**src/rtl/vigna_pkg.sv**
```systemverilog
// Shared vigna definitions: access sizes, LSU state codes, request record and
// the lane-mask / load-extension helpers used by the load/store unit.
package vigna_pkg;

    localparam logic [1:0] SZ_B = 2'd0;
    localparam logic [1:0] SZ_H = 2'd1;
    localparam logic [1:0] SZ_W = 2'd2;

    localparam logic [1:0] ST_IDLE  = 2'd0;
    localparam logic [1:0] ST_BEAT0 = 2'd1;
    localparam logic [1:0] ST_BEAT1 = 2'd2;
    localparam logic [1:0] ST_RESP  = 2'd3;

    typedef struct packed {
        logic        write;
        logic [1:0]  size;
        logic        sgn;
        logic [1:0]  off;
        logic [31:0] wdata;
    } lsu_req_t;

    // Size code 3 is treated as a word access.
    function automatic logic [3:0] size_mask(input logic [1:0] size);
        case (size)
            SZ_B:    return 4'b0001;
            SZ_H:    return 4'b0011;
            SZ_W:    return 4'b1111;
            default: return 4'b1111;
        endcase
    endfunction

    function automatic logic [31:0] load_extend(input logic [31:0] data, input logic [1:0] size,
                                                input logic sgn);
        case (size)
            SZ_B:    return {{24{sgn & data[7]}}, data[7:0]};
            SZ_H:    return {{16{sgn & data[15]}}, data[15:0]};
            SZ_W:    return data;
            default: return data;
        endcase
    endfunction

endpackage

```
**src/rtl/vigna_lsu_if.sv**
```systemverilog
// Word-aligned valid/ready data bus between the LSU (master) and memory (slave).
interface vigna_lsu_if;
    logic        d_valid;
    logic        d_ready;
    logic [31:0] d_addr;
    logic [31:0] d_wdata;
    logic [3:0]  d_wstrb;
    logic [31:0] d_rdata;

    modport master (output d_valid, d_addr, d_wdata, d_wstrb, input d_ready, d_rdata);
    modport slave  (input d_valid, d_addr, d_wdata, d_wstrb, output d_ready, d_rdata);
endinterface

```
**src/rtl/vigna_lsu_align.sv**
```systemverilog
// Byte-lane alignment: store strobes/data shifted into an 8-lane (two word) window,
// and the matching read-side shift plus sign/zero extension.
module vigna_lsu_align import vigna_pkg::*; (
    input  logic [1:0]  off_i,
    input  logic [1:0]  size_i,
    input  logic        sgn_i,
    input  logic [31:0] wdata_i,
    input  logic [63:0] rdata_i,
    output logic [7:0]  smask_o,
    output logic [63:0] swdata_o,
    output logic        misalign_o,
    output logic [31:0] ldata_o
);
    logic [4:0] sh;

    assign sh         = {off_i, 3'b000};
    assign smask_o    = {4'b0000, size_mask(size_i)} << off_i;
    assign swdata_o   = {32'd0, wdata_i} << sh;
    assign misalign_o = |smask_o[7:4];
    assign ldata_o    = load_extend(32'(rdata_i >> sh), size_i, sgn_i);

endmodule

```
**src/rtl/vigna_lsu.sv**
```systemverilog
// vigna load/store unit: one request at a time, one or two word beats on the
// d_* bus, optional bus timeout, exactly one response pulse per accepted request.
module vigna_lsu import vigna_pkg::*; #(
    parameter bit          MISALIGN_SPLIT = 1'b1,
    parameter int unsigned TIMEOUT_CYCLES = 0
) (
    input  logic        clk,
    input  logic        resetn,
    input  logic        req_valid,
    output logic        req_ready,
    input  logic        req_write,
    input  logic [1:0]  req_size,
    input  logic        req_signed,
    input  logic [31:0] req_addr,
    input  logic [31:0] req_wdata,
    output logic        rsp_valid,
    output logic [31:0] rsp_rdata,
    output logic        rsp_err,
    vigna_lsu_if.master dbus
);
    localparam int unsigned    TW       = (TIMEOUT_CYCLES > 0) ? $clog2(TIMEOUT_CYCLES + 1) : 1;
    localparam logic [TW-1:0] TMO_LAST = TW'((TIMEOUT_CYCLES > 0) ? TIMEOUT_CYCLES - 1 : 0);

    logic [1:0]    state_q, state_d;
    lsu_req_t      req_q, req_d;
    logic [31:0]   lo_q, lo_d, hi_q, hi_d;
    logic          err_q, err_d;
    logic          dv_q, dv_d;
    logic [31:0]   da_q, da_d, dwd_q, dwd_d;
    logic [3:0]    ds_q, ds_d;
    logic [TW-1:0] cnt_q, cnt_d;

    logic          idle, tmo_hit, misalign;
    logic [7:0]    smask;
    logic [63:0]   swdata;
    logic [31:0]   ldata;

    assign idle = (state_q == ST_IDLE);

    // Single aligner: fed from the live request while idle, from the latched one after.
    vigna_lsu_align u_align (
        .off_i      (idle ? req_addr[1:0] : req_q.off),
        .size_i     (idle ? req_size      : req_q.size),
        .sgn_i      (req_q.sgn),
        .wdata_i    (idle ? req_wdata     : req_q.wdata),
        .rdata_i    ({hi_q, lo_q}),
        .smask_o    (smask),
        .swdata_o   (swdata),
        .misalign_o (misalign),
        .ldata_o    (ldata)
    );

    // Fires on the cycle the stall count would reach the limit; d_ready that cycle wins.
    assign tmo_hit = (TIMEOUT_CYCLES != 0) && dv_q && !dbus.d_ready && (cnt_q == TMO_LAST);

    always_comb begin
        state_d = state_q;
        req_d   = req_q;
        lo_d    = lo_q;
        hi_d    = hi_q;
        err_d   = err_q;
        dv_d    = dv_q;
        da_d    = da_q;
        dwd_d   = dwd_q;
        ds_d    = ds_q;
        cnt_d   = cnt_q;
        if ((TIMEOUT_CYCLES != 0) && dv_q && !dbus.d_ready) cnt_d = cnt_q + 1'b1;
        case (state_q)
            ST_IDLE: begin
                if (req_valid) begin
                    req_d = '{write: req_write, size: req_size, sgn: req_signed,
                              off: req_addr[1:0], wdata: req_wdata};
                    lo_d  = '0;
                    hi_d  = '0;
                    err_d = 1'b0;
                    cnt_d = '0;
                    if (!MISALIGN_SPLIT && misalign) begin
                        err_d   = 1'b1;
                        state_d = ST_RESP;
                    end else begin
                        dv_d    = 1'b1;
                        da_d    = {req_addr[31:2], 2'b00};
                        ds_d    = req_write ? smask[3:0] : 4'b0000;
                        dwd_d   = swdata[31:0];
                        state_d = ST_BEAT0;
                    end
                end
            end
            ST_BEAT0: begin
                if (dbus.d_ready) begin
                    lo_d  = dbus.d_rdata;
                    cnt_d = '0;
                    if (misalign) begin
                        da_d    = da_q + 32'd4;
                        ds_d    = req_q.write ? smask[7:4] : 4'b0000;
                        dwd_d   = swdata[63:32];
                        state_d = ST_BEAT1;
                    end else begin
                        dv_d    = 1'b0;
                        ds_d    = 4'b0000;
                        state_d = ST_RESP;
                    end
                end else if (tmo_hit) begin
                    dv_d    = 1'b0;
                    ds_d    = 4'b0000;
                    cnt_d   = '0;
                    err_d   = 1'b1;
                    state_d = ST_RESP;
                end
            end
            ST_BEAT1: begin
                if (dbus.d_ready) begin
                    hi_d    = dbus.d_rdata;
                    dv_d    = 1'b0;
                    ds_d    = 4'b0000;
                    cnt_d   = '0;
                    state_d = ST_RESP;
                end else if (tmo_hit) begin
                    // Beat 0 of a split store is already committed; only err reports it.
                    dv_d    = 1'b0;
                    ds_d    = 4'b0000;
                    cnt_d   = '0;
                    err_d   = 1'b1;
                    state_d = ST_RESP;
                end
            end
            default: state_d = ST_IDLE;
        endcase
    end

    always_ff @(posedge clk) begin
        if (!resetn) begin
            state_q <= ST_IDLE;
            req_q   <= '0;
            lo_q    <= '0;
            hi_q    <= '0;
            err_q   <= 1'b0;
            dv_q    <= 1'b0;
            da_q    <= '0;
            dwd_q   <= '0;
            ds_q    <= '0;
            cnt_q   <= '0;
        end else begin
            state_q <= state_d;
            req_q   <= req_d;
            lo_q    <= lo_d;
            hi_q    <= hi_d;
            err_q   <= err_d;
            dv_q    <= dv_d;
            da_q    <= da_d;
            dwd_q   <= dwd_d;
            ds_q    <= ds_d;
            cnt_q   <= cnt_d;
        end
    end

    assign req_ready    = idle;
    assign rsp_valid    = (state_q == ST_RESP);
    assign rsp_err      = rsp_valid && err_q;
    assign rsp_rdata    = (rsp_valid && !err_q && !req_q.write) ? ldata : 32'd0;

    assign dbus.d_valid = dv_q;
    assign dbus.d_addr  = da_q;
    assign dbus.d_wdata = dwd_q;
    assign dbus.d_wstrb = ds_q;

endmodule

```
**src/flat_wrapper.sv**
```systemverilog
// flat-port wrapper written by rule: the top's interface ports become plain ports
module vigna_lsu_flat import vigna_pkg::*;
#(
    parameter bit          MISALIGN_SPLIT = 1'b1,
    parameter int unsigned TIMEOUT_CYCLES = 0
)
  (clk, resetn, req_valid, req_ready, req_write, req_size, req_signed, req_addr, req_wdata, rsp_valid, rsp_rdata, rsp_err, dbus_d_valid, dbus_d_addr, dbus_d_wdata, dbus_d_wstrb, dbus_d_ready, dbus_d_rdata);
  vigna_lsu_if dbus_i ();
  input  logic clk;
  input  logic resetn;
  input  logic req_valid;
  output logic req_ready;
  input  logic req_write;
  input  logic [1:0] req_size;
  input  logic req_signed;
  input  logic [31:0] req_addr;
  input  logic [31:0] req_wdata;
  output logic rsp_valid;
  output logic [31:0] rsp_rdata;
  output logic rsp_err;
  output wire logic [$bits(dbus_i.d_valid)-1:0] dbus_d_valid;
  output wire logic [$bits(dbus_i.d_addr)-1:0] dbus_d_addr;
  output wire logic [$bits(dbus_i.d_wdata)-1:0] dbus_d_wdata;
  output wire logic [$bits(dbus_i.d_wstrb)-1:0] dbus_d_wstrb;
  input wire logic [$bits(dbus_i.d_ready)-1:0] dbus_d_ready;
  input wire logic [$bits(dbus_i.d_rdata)-1:0] dbus_d_rdata;
  assign dbus_d_valid = dbus_i.d_valid;
  assign dbus_d_addr = dbus_i.d_addr;
  assign dbus_d_wdata = dbus_i.d_wdata;
  assign dbus_d_wstrb = dbus_i.d_wstrb;
  assign dbus_i.d_ready = dbus_d_ready;
  assign dbus_i.d_rdata = dbus_d_rdata;
  vigna_lsu #(.MISALIGN_SPLIT(MISALIGN_SPLIT), .TIMEOUT_CYCLES(TIMEOUT_CYCLES)) u_core (.clk(clk), .resetn(resetn), .req_valid(req_valid), .req_ready(req_ready), .req_write(req_write), .req_size(req_size), .req_signed(req_signed), .req_addr(req_addr), .req_wdata(req_wdata), .rsp_valid(rsp_valid), .rsp_rdata(rsp_rdata), .rsp_err(rsp_err), .dbus(dbus_i));
endmodule
```
**config.mk**
```make
export PLATFORM = sky130hd
export DESIGN_NAME = vigna_lsu_flat
export DESIGN_NICKNAME = d
export VERILOG_FILES = /design/src/rtl/vigna_pkg.sv /design/src/rtl/vigna_lsu_if.sv /design/src/rtl/vigna_lsu_align.sv /design/src/rtl/vigna_lsu.sv /design/src/flat_wrapper.sv
export SDC_FILE = /design/constraint.sdc
export NUM_CORES = 1
export LEC_CHECK = 0
export ABC_AREA = 1
export BUFFER_PORTS_ARGS = -buffer_cell sky130_fd_sc_hd__clkbuf_2
export CAP_MARGIN = 10
export CORE_MARGIN = 3
export CORE_UTILIZATION = 24
export CTS_BUF_LIST = sky130_fd_sc_hd__clkbuf_8
export DETAILED_ROUTE_END_ITERATION = 10
export SYNTH_ARGS = -nofsm -noshare
export SYNTH_HDL_FRONTEND = slang
export SYNTH_SLANG_ARGS = --single-unit
```
**constraint.sdc**
```tcl
create_clock -name clk -period 2.3 [get_ports clk]
set_input_delay 0.115 -clock clk [delete_from_list [all_inputs] [get_ports clk]]
set_output_delay 0.115 -clock clk [all_outputs]
set_load 0.05 [all_outputs]
```
### Word level (Yosys, flattened, before mapping)

Index checks and enable logic that the tools add are counted.

* add/sub/neg operators: 1
* equality and inequality tests: 9
* shift operators: 3
* mux-type cells: 35
* bitwise logic cells: 2
* reductions and logical operators: 15

Operator list (count)
* two-way mux 32 bit: 10
* one-hot mux 32 bit (2 select lines): 5
* left shift 32 x 5 -> 64 bit: 1
* >> shifter 64 x 5 -> 32 bit: 1
* adder 32 x 3 -> 32 bit (second input constant): 1
* two-way mux 4 bit: 6
* one-hot mux 4 bit (3 select lines): 1
* two-way mux 2 bit: 5
* AND reduction 3 bit: 3
* != test 2 bit (second input constant): 4
* one-hot mux 4 bit (2 select lines): 1
* AND reduction 4 bit: 2
* left shift 4 x 2 -> 8 bit: 1
* one-hot mux 2 bit (3 select lines): 1
* two-way mux 1 bit: 5
* AND reduction 5 bit: 1
* == test 2 x 1 -> 1 bit (second input constant): 2
* == test 2 bit (second input constant): 2
* zero test 2 bit: 2
* nonzero test 2 bit: 2
* OR reduction 4 bit: 1
* one-hot mux 1 bit (3 select lines): 1
* nonzero test 3 bit: 1
* bitwise AND 1 bit: 2
* 4 further kinds: 4

* register bits: 173
* input bits: 104
* output and inout bits: 104

### Logic depth before layout (Yosys ltp)

Gate-level depths: netlist of the first run.

* depth in word-level cells: 9
* depth in mapped cells: 16
* mapped depth without buffers: 14

### By module

Synthesis of the first run repeated with hierarchy kept, for this count alone.

* cell total of the unflattened synthesis: 1699
* area, all modules: 10518.8 um2

Modules (own cells, without submodules)
* vigna_lsu: times used 1, cells each 1244, area an instance 8358.0 um2, sequential area each 3423.3 um2
* vigna_lsu_align: times used 1, cells each 455, area an instance 2160.8 um2, sequential area each 0.0 um2

### Least setup slack after synthesis of the first run

Ideal clock, no wire load.

* kind: reg-to-output
* start point: reg u_core.state_q[0]
* end point: out rsp_rdata[9]
* arrival time: 2.723 ns
* path slack: -0.538 ns
* cell stages (with the launch flop): 12
* path buffers: 3
* cells stage by stage: dfxtp_1 > inv_1 > ha_1 > buf_6 > nand2_1 > o21ai_2 > buf_4 > buf_4 > o21ai_1 > o22ai_1 > nand2_1 > a21oi_1

* longest elaborated chain between the ends: 6
* elaborated cells between the ends (all ways): 11

Ends and longest elaborated chain
* from (decl): RTL line vigna_lsu.sv:24 `logic [1:0] state_q, state_d;`
* from (signal assigned): RTL line vigna_lsu.sv:144 `state_q <= state_d;`
* zero test 2 bit *: RTL line vigna_lsu.sv:38 `assign idle = (state_q == ST_IDLE);`
* named net req_ready: RTL line flat_wrapper.sv:12 `output logic req_ready;`
* two-way mux 2 bit: RTL line vigna_lsu.sv:42 `.off_i (idle ? req_addr[1:0] : req_q.off),`
* >> shifter 64 x 5 -> 32 bit: RTL line vigna_lsu_align.sv:20 `assign ldata_o = load_extend(32'(rdata_i >> sh), size_i, sgn_i);`
* bitwise AND 1 bit: RTL line vigna_pkg.sv:35 `SZ_B: return {{24{sgn & data[7]}}, data[7:0]};`
* one-hot mux 32 bit (2 select lines) *: RTL line vigna_pkg.sv:34 `case (size)`
* two-way mux 32 bit *: RTL line vigna_lsu.sv:160 `assign rsp_rdata = (rsp_valid && !err_q && !req_q.write) ? ldata : 32'd0;`
* to (decl): RTL line flat_wrapper.sv:19 `output logic [31:0] rsp_rdata;`

Mark *: on every way through the listed nets, which the timed path passes. The rest lies on a longest branch.

### Final worst setup path of the first run

* start point: reg u_core.state_q[0]
* end point: out rsp_rdata[24]

* longest elaborated chain between the ends: 6
* elaborated cells between the ends (all ways): 12

Ends and longest elaborated chain (RTL line)
* zero test 2 bit: vigna_lsu.sv:38
* two-way mux 2 bit: vigna_lsu.sv:42
* >> shifter 64 x 5 -> 32 bit: vigna_lsu_align.sv:20
* bitwise AND 1 bit (on tied branches): vigna_pkg.sv:36, vigna_pkg.sv:35
* one-hot mux 32 bit (2 select lines): vigna_pkg.sv:34
* two-way mux 32 bit *: vigna_lsu.sv:160

Every way passes the cells marked *; elsewhere a longest branch is shown, timed or not.

==> metrics, run 1 <==
status=finished with violations; failing checks=setup timing; vias in the first global route=between 10,000 and 15,000; clock skew=between 10 and 15 ps; critical path peak fanout=8; Util after Layout=36.7%; IO Count=~210; WL/cell=17.5 microns; Crit. End Element=primary output; yosys warns=0; Total GRT Usage=18.8%; Reg2Reg Launch Point=u_core.state_q[0]; root buffer cell=clkbuf_8; # rows=72; starting density of the core=24.6%; ant diodes=0; total CTS buffers=17; sequential element share of the synthesized area=33.9%; Post-synth EDFFs=0; Pre-antenna DRT Iters=5; delay-heaviest family, CP=buffers and inverters; worst setup margin=-223 ps; WHS Endpoint=u_core.dbus.d_addr[13]; Overflow after GRT=0; critical path launch point type=flop; Slew @ Worst Pin=~670 ps; critical path arrival=2410 ps; critical path's largest stage delay=~340 ps; routability cong.=0.885; CTS sink cnt=163; Worst-path clk slew=~90 ps; detail-routed via count per cell=4.89; Max Cap Viol=0; drc violations=0; fmax=about 400 MHz; final critical-path share of the clock period=110%; R2R Setup Slk=60 ps; WP data required=2180 ps; total number of vias=11,581; CTS tree=done; CP Buf/Inv Count=5; htree depth=4; die width=206 microns; #FFs+latches synth=163; Post-DRT Antenna Nets=0; worst hold stages=5; initial antenna violation count=1; slowest CP cell=dfxtp_2; Pwr Density=approximately 1400 nW/um^2; Area after DPL=12,000 sq um; final instance area=14,400 sq um; worst min path class=in2reg; Peak VDD IR=518 uV; Lkg Pwr=5.82 nW; Final #Nets=around 2,000; clk_lat worst skew=480 ps; Reg2Reg Depth=11; Placed Cells=~2,200; Die Y=around 210 microns; fin crit period=2520 ps; Slew Limit Fails=0; Cells after Synth=between 1,500 and 2,000; Most used DFF post-synth=dfxtp_1; half-perimeter wire length after placement=27,800 microns; Core Region=39,100 sq um; RSZ-0062 raised after global routing=yes; Setup violations, final=31; largest net degree at the start of global routing=64; worst path cell trace=inv_2, ha_4, nand2_1, nand2_8, buf_12, buf_4, nor2_1, o21ai_1, a21oi_1, buf_4, nor2_4, buf_12; Max Root-Sink Buffers=2; setup TNS=-5490 ps; HP Start=req_addr[13]; r2r endpoint=u_core.dbus.d_wdata[10]; post-route insts no fill=approximately 2,400; Fin. Hold Viols=0; First DRT Iteration DRCs=just over 800; Syn Area/Cell=6.26 sq um; Routed WL=between 40,000 and 50,000 microns; DIE AREA=42,500 sq um; total power=20.1 mW; P&R area growth vs syn=49.3%; share of layout cells above drive strength 1=a little under a quarter; synthesized area=9620 sq um; Synth cell types=37; Crit Path Category=reg2out; IO Port Bufs=204; Slew headroom=54.6%; fraction of registers with async set/reset=0%; first-pass GRT wire length=approximately 62,000 microns
==> how the worst max path moves through the flow <==
| stage | cells after the start | end | from |
|---|---|---|---|
| finish | 12 | rsp_rdata[24] | u_core.state_q[0] |
| global route | 12 | rsp_rdata[11] | u_core.state_q[0] |
| CTS | 15 | rsp_rdata[19] | u_core.state_q[1] |
| detailed placement | 11 | rsp_rdata[29] | u_core.state_q[1] |
| global placement | 11 | rsp_rdata[29] | u_core.state_q[1] |
| floorplan | 10 | rsp_rdata[9] | u_core.state_q[0] |
==> layout make-up <==
class                           count  area, sq um
Sequential cell                   163         3270
Tap cell                          518          648
Timing Repair Buffer              388         3630
Clock inverter                     14          200
Fill cell                        4140        24700
Multi-Input combinational cell   1152         5920
Clock buffer                       18          248
Inverter                          116          460
==> through the flow <==
step / setup slack, ps / hold slack [ps]
global route: -344 / 38.7
global placement: -55.3 / 371
finish: -223 / 60.4
detailed placement: -28.9 / 374
CTS: -295 / 14.6
floorplan: -29.8 / 260
==> where the power goes <==
| group | internal (mW) | switching [mW] |
|---|---|---|
| Sequential | 3.69 | 0.694 |
| Clock | 1.23 | 1.24 |
| Combinational | 4.55 | 8.74 |
==> cells in the mapped netlist (9+ instances only) <==
cell	instances	area, sq um
dfxtp_1	163	3260
nand3_1	92	460
nand2_1	355	1330
nor2_1	216	811
a211oi_1	32	240
nand2_2	9	56.3
a21oi_1	142	711
o21ai_0	168	841
buf_6	11	124
o21ai_1	54	270
inv_1	107	402
clkbuf_1	43	161
nor2_2	11	68.8
buf_2	40	200
o22ai_1	19	119
==> worst min-delay path: stages <==
cell and delay, ps:
clkbuf_2 90, nor2_1 120, nor2_1 70, nand2_1 50
a21oi_1 50
==> layer usage <==
metal	part of all wire, %	track usage (%)	vias to the layer above	wire length (microns)
met2	47	31.2	401	19600
met4	2.2	5.45	0	897
li1	-	-	5670	-
met3	6.2	3.62	64	2570
met1	44	24.8	5446	18500
met5	0	0	-	0
==> cells by family after synthesis <==
family | after synthesis | synth area share [%]
adder cells (fa/ha/maj) | 6 | 0.781
flip-flops | 163 | 33.9
other | 1 | 0.0390
AO/OA/AOI/OAI | 432 | 24.1
buffers and inverters | 225 | 10.5
AND/OR/NAND/NOR | 710 | 30.7
==> cells in the final DEF, fill, tap and decap left out, drive strengths merged, types with 2 or more instances in the layout <==
master and n:
nand3 94, o211ai 6, dfxtp 163, clkinv 4
bufinv 4, o21ai 226, ha 6, clkinvlp 2
nand2 371, a21oi 143, bufbuf 2, nor2 229
or2 4, buf 114, dlygate4sd3 94, nor3 3
a31oi 4, inv 120, a211oi 32, nand3b 2
conb 3, o22ai 19, clkbuf 196, nand4 7
==> registers in the layout, summed over array words and instances, names as in the netlist <==
name,flops
u_core.hi_q,24
u_core.dbus.d_wstrb,4
u_core.dbus.d_addr,30
u_core.lo_q,32
u_core.dbus.d_wdata,32
u_core.dbus.d_valid,1
u_core.state_q,2
u_core.req_q,38
==> timing repair <==
action	CTS	global route
hold endpoints to repair	118	0
endpoints found under the setup margin	34	94
pin swaps	17	15
resized for setup	87	52
hold buffers	94	0
gates cloned	8	7
setup buffers	14	4
No activity file was read; power rests on OpenSTA's default activity.
==> run 2, diff against run 1 <==
- REMOVE_ABC_BUFFERS: not set -> 1
- clock period: 2.3 -> 3.2 ns (I/O delays scaled with it)
==> run 2 against run 1 <==
Compared with the run above:
- the run now ends clean
- hold slack lost 7.3 ps
- cell count shrank 2.8%
- sequential share of layout area grew 3.0 points
- non-clock buffer count shrank 66
- clock power shrank 34%
- register-to-register slack gained 670 ps
- clock skew grew 12 ps
- critical path type unchanged
- critical endpoint is now rsp_rdata[20]
- largest power group unchanged
- highest routed layer unchanged
==> metrics, run 2 (synthesis gave the netlist of run 1 again) <==
Slew @ Worst Pin=roughly 700 ps; Reg2Reg Depth=11; # fillers=4,340; root buffer cell=clkbuf_8; Total GRT Usage=17.3%; fmax=between 300 and 400 MHz; total number of vias=10,988; Peak VDD IR=408 uV; half-perimeter wire length after placement=around 26,000 microns; Pre-antenna DRT Iters=7; drc violations=0; Worst-path clk slew=about 90 ps; Util after Layout=32.4%; first-pass GRT wire length=58,000 microns; WL/cell=15.9 microns; Post-DRT Antenna Nets=0; status=completed; commonest non-fill, non-tap cell in the layout=nand2_1; total power=12.1 mW; First DRT Iteration DRCs=800; critical path peak fanout=19; Placed Cells=2,183; Setup violations, final=0; Sequential cell area=around 3300 sq um; Crit Path Category=reg2out; critical path depth in cells=11; Area after DPL=11,300 sq um; CP Buf/Inv Count=3; final hold slack=53.1 ps; Sw Pwr=6.67 mW; Slew headroom=between 50% and 60%; combinational share of power=60.8%; area occupied by multi-input gates=5420 sq um; htree depth=4; Sw Share=between 50% and 60%; Crit. End Element=primary output; vias in the first global route=10,605; Most flops, register=u_core.req_q; DIE AREA=~43,000 sq um; Max Cap Viol=0; Pwr Density=959 nW/um^2; Final #Nets=1,881; Die Y=~210 microns; WP data required=3040 ps; initial antenna violation count=2; IO Port Bufs=204; post-route insts no fill=2,303; die width=between 200 and 250 microns; most frequent cells in the layout=nand2_1 (355), nor2_1 (214), clkbuf_2 (176); Lkg Pwr=slightly above 5 nW; # rows=72; max reg flops=38; P&R area growth vs syn=31.8%; Fin. Hold Viols=0; critical path arrival=2820 ps; clk_lat worst skew=490 ps; final critical-path share of the clock period=between 90% and 100%; routability cong.=about 0.88; largest net degree at the start of global routing=64; Sequential Power Share=25.7%; starting density of the core=24.6%; slowest CP cell=dfxtp_1; CTS tree=done; total CTS buffers=17; share of layout cells above drive strength 1=18.2%; clock skew=22.9 ps; worst hold stages=5; Overflow after GRT=0; CTS sink cnt=163; RSZ-0062 raised after global routing=no; Max Root-Sink Buffers=2; Pint=between 5 and 6 mW; detail-routed via count per cell=4.77; delay-heaviest family, CP=buffers and inverters; Slew Limit Fails=0; Core Region=39,100 sq um; IO Count=208; fin crit period=about 3000 ps; cell repeated most along the worst path=nand2_1; worst path cell trace=inv_2, ha_4, o21ai_4, buf_4, nand3_1, nand2_1, nand2_1, nand3_2, nand2_8, nor2_2, clkbuf_2; worst min path class=in2reg; critical path launch point type=flop; critical path's largest stage delay=420 ps; final instance area=12,700 sq um; Routed WL=~37,000 microns; clock power share=between 10% and 20%
-- run 2: changes by cell type in the layout (fill, tap and decap cells not counted), sizes merged --
cell	before	now
clkbuf	196	198
clkinvlp	2	5
inv	120	116
bufbuf	2	0
clkinv	4	3
diode	0	2
nand2	371	370
dlygate4sd3	94	85
buf	114	60
bufinv	4	2
-- run 2: metrics by stage --
step	worst slack, ps	setup TNS [ps]
finish	224	0
global route	41.1	0
CTS	15.8	0
floorplan	-1820	-203340
detailed placement	401	0
global placement	464	0
-- run 2: routing by layer --
metal  GRT usage, %  routed length, microns  vias to the layer above
li1               -                       -                     5512
met1           22.9                   17000                     5054
met2           28.3                   16800                      368
met3           2.95                    1960                       54
met4           6.16                     943                        0
met5              0                       0                        -
-- run 2: tightest hold or removal path: cells and delay by family --
kind | cells | cell delay [ps]
AOI/OAI and AO/OA | 2 | 160
and+or+nand+nor | 2 | 100
buffers and inverters | 1 | 80
-- run 2: what timing repair did --
item                                    in CTS  in global routing
hold buffers                                85                  0
gates resized for setup                      8                 16
hold endpoints to repair                   109                  0
pin swaps                                    0                  1
buffers inserted                             0                  2
endpoints found under the setup margin      23                 28
-- run 2: worst paths after layout --
path | from | end | slack, ps
worst max-delay path | u_core.state_q[1] | rsp_rdata[20] | 220
worst min-delay path | req_addr[8] | u_core.dbus.d_addr[8] | 50
worst max register to register | u_core.state_q[1] | u_core.dbus.d_wdata[17] | 730
worst min register to register | u_core.req_q[20] | u_core.req_q[20] | 450
-- run 2: cell type report --
type | instances | share of cell area, %
Clock buffer | 21 | 2.28
Antenna cell | 2 | 0.0395
Inverter | 116 | 3.46
Multi-Input combinational cell | 1151 | 42.7
Timing Repair Buffer | 322 | 19.6
Clock inverter | 10 | 0.977
Sequential cell | 163 | 25.8
Tap cell | 518 | 5.11
-- run 2: power groups by stage --
stage	registers [mW]	clock network, mW	logic (mW)
final	3.13	1.64	7.38
after global routing	3.21	1.77	8.16
after CTS	3.12	1.71	7.36
after detailed placement	3.16	0	7.20
after global placement	3.15	0	7.15
after floorplan	4.18	0	3.83
==> run 3, diff against run 2 <==
- SYNTH_HIERARCHICAL: not set -> 1
==> run 3 against run 2 <==
Compared with the run above:
- critical path depth increased by 1
- sequential power shrank 2%
- power decreased by 1.5%
- synthesized area grew 6.6%
- register-to-register slack got worse by 440 ps
- global-route usage is 0.71 points lower
- maximum frequency shrank 4.0%
- synthesized cell count rose by 8.5%
- critical endpoint is now rsp_rdata[14]
- critical path type unchanged
==> metrics, run 3 <==
Sw Share=53.4%; starting density of the core=24.4%; First DRT Iteration DRCs=799; CTS sink cnt=roughly 160; Core Region=roughly 42,000 sq um; Overflow after GRT=0; dpl ws=260 ps; total number of vias=11,784; clk_lat worst skew=approximately 560 ps; R2R Setup Slk=just under 300 ps; Die Y=~210 microns; max reg flops=38; DIE AREA=between 40,000 and 50,000 sq um; Worst-path clk slew=100 ps; critical path launch point type=flop; Pre-antenna DRT Iters=5; worst hold stages=3; Max Cap Viol=0; Total GRT Usage=between 10% and 20%; Pint=5.58 mW; Crit Path Category=reg2out; total power=12.0 mW; WL/cell=15.4 microns; slowest CP cell=dfxtp_1; Reg2Reg Depth=15; worst min path class=in2reg; half-perimeter wire length after placement=roughly 25,000 microns; die width=213 microns; Max Root-Sink Buffers=2; Reg2Reg Launch Point=u_core/state_q[1]; Peak VDD IR=616 uV; Lkg Pwr=5.83 nW; final critical-path share of the clock period=96.9%; Cells after Synth=1,667; status=completed; total CTS buffers=17; synthesized area=just over 10,000 sq um; r2r endpoint=u_core/dbus.d_addr[4]; Syn Area/Cell=between 6 and 7 sq um; commonest non-fill, non-tap cell in the layout=nand2_1; WP data required=3040 ps; first-pass GRT wire length=59,000 microns; # rows=between 70 and 80; Setup violations, final=0; critical path arrival=2940 ps; drc violations=0; Routed WL=37,900 microns; Final #Nets=2,019; Placed Cells=2,320; worst path cell trace=inv_1, ha_4, nand2_1, o21ai_0, inv_1, nand2_4, nor2_4, nand3_4, o21ai_1, inv_1, nor2_1, buf_4; fmax=322 MHz; CTS tree=done; cell repeated most along the worst path=inv_1; Post-DRT Antenna Nets=0; share of layout cells above drive strength 1=16.4%; P&R area growth vs syn=31.0%; critical path's largest stage delay=between 300 and 400 ps; Fin. Hold Viols=0; routability cong.=roughly 0.85; Most flops, register=u_core/req_q; Crit. End Element=primary output; combinational share of power=between 50% and 60%; critical path endpoint=rsp_rdata[14]; clock power share=15.7%; critical path peak fanout=12; initial antenna violation count=3; fin crit period=3100 ps; Pwr Density=891 nW/um^2; yosys warns=6; CP startpoint=u_core/state_q[1]; htree depth=4; most frequent cells in the layout=nand2_1 (451), clkbuf_2 (186), nor2_1 (180); clock skew=29.8 ps; largest net degree at the start of global routing=78; Sequential Power Share=25.6%; post-route insts no fill=~2,500; root buffer cell=clkbuf_8; worst setup margin=98.6 ps; vias in the first global route=10,779; Slew Limit Fails=0; RSZ-0062 raised after global routing=yes; Sw Pwr=6.38 mW; IO Count=208; Slew headroom=45.3%; IO Port Bufs=204; Slew @ Worst Pin=821 ps; detail-routed via count per cell=4.78
## run 3: changes by cell type in the layout (fill, tap and decap cells not counted), sizes merged, moves of 11 or more
| cell | before | now |
|---|---|---|
| nor2 | 229 | 188 |
| o22ai | 19 | 8 |
| nand2 | 370 | 457 |
| inv | 116 | 166 |
| nand3 | 94 | 159 |
| a211oi | 32 | 0 |
| o21ai | 226 | 174 |
| o211a | 0 | 33 |
| dlygate4sd3 | 85 | 102 |
| mux2i | 0 | 12 |
## run 3: power groups by stage
stage               sequential, mW  clock, mW  combinational (mW)
finish                        3.06       1.88                7.02
detailed placement            3.11          0                6.69
global route                  3.14       2.03                7.72
floorplan                     4.02          0                3.75
global placement              3.09          0                6.61
CTS                           3.06       1.95                6.96
## run 3: cell type report
type	count	area [sq um]
antenna	2	5.00
clock buffer	18	248
clock inverter	14	224
fill	4589	28600
inverter	161	608
multi-input combinational	1225	5850
sequential	163	3260
tap	539	674
timing repair buffer	341	2550
## run 3: worst min path at each step
stage | start | to | slack (ps)
global placement | req_signed | u_core/req_q[34] | 410
finish | resetn | u_core/dbus.d_addr[8] | 180
global route | resetn | u_core/dbus.d_addr[14] | 170
detailed placement | req_signed | u_core/req_q[34] | 410
CTS | resetn | u_core/dbus.d_addr[11] | 130
floorplan | resetn | u_core/dbus.d_addr[4] | 280
## run 3: timing repair
action,4_1_cts,5_1_grt
setup buffers,3,1
hold endpoints to repair,126,0
pin swaps,4,2
hold buffers,102,0
cloned,2,1
gates resized for setup,14,16
endpoints found under the setup margin,32,27
## run 3: layer usage
| layer | share of wire [%] | wire, microns | global-route usage, % |
|---|---|---|---|
| met1 | 44 | 16500 | 21.1 |
| met2 | 47 | 17800 | 27.0 |
| met3 | 6.2 | 2340 | 3.62 |
| met4 | 3.0 | 1130 | 7.30 |
| met5 | 0.034 | 13 | 0 |
## run 3: critical path: cells and delay by family, from the launching register on
kind,cells,cell delay [ps]
compound gates,2,260
fa+ha+maj,1,250
buf+inv,4,620
flops,1,390
simple gates,5,880
## run 3: through the flow
step                utilization, %  hold WS [ps]  cell area (sq um)  setup TNS (ps)
floorplan                        -           283               9580         -790350
global placement              28.0           405              11800               0
detailed placement            28.0           411              11800               0
CTS                           31.8           126              13400               0
global route                  31.9           170              13400            -140
finish                        31.9           175              13400               0
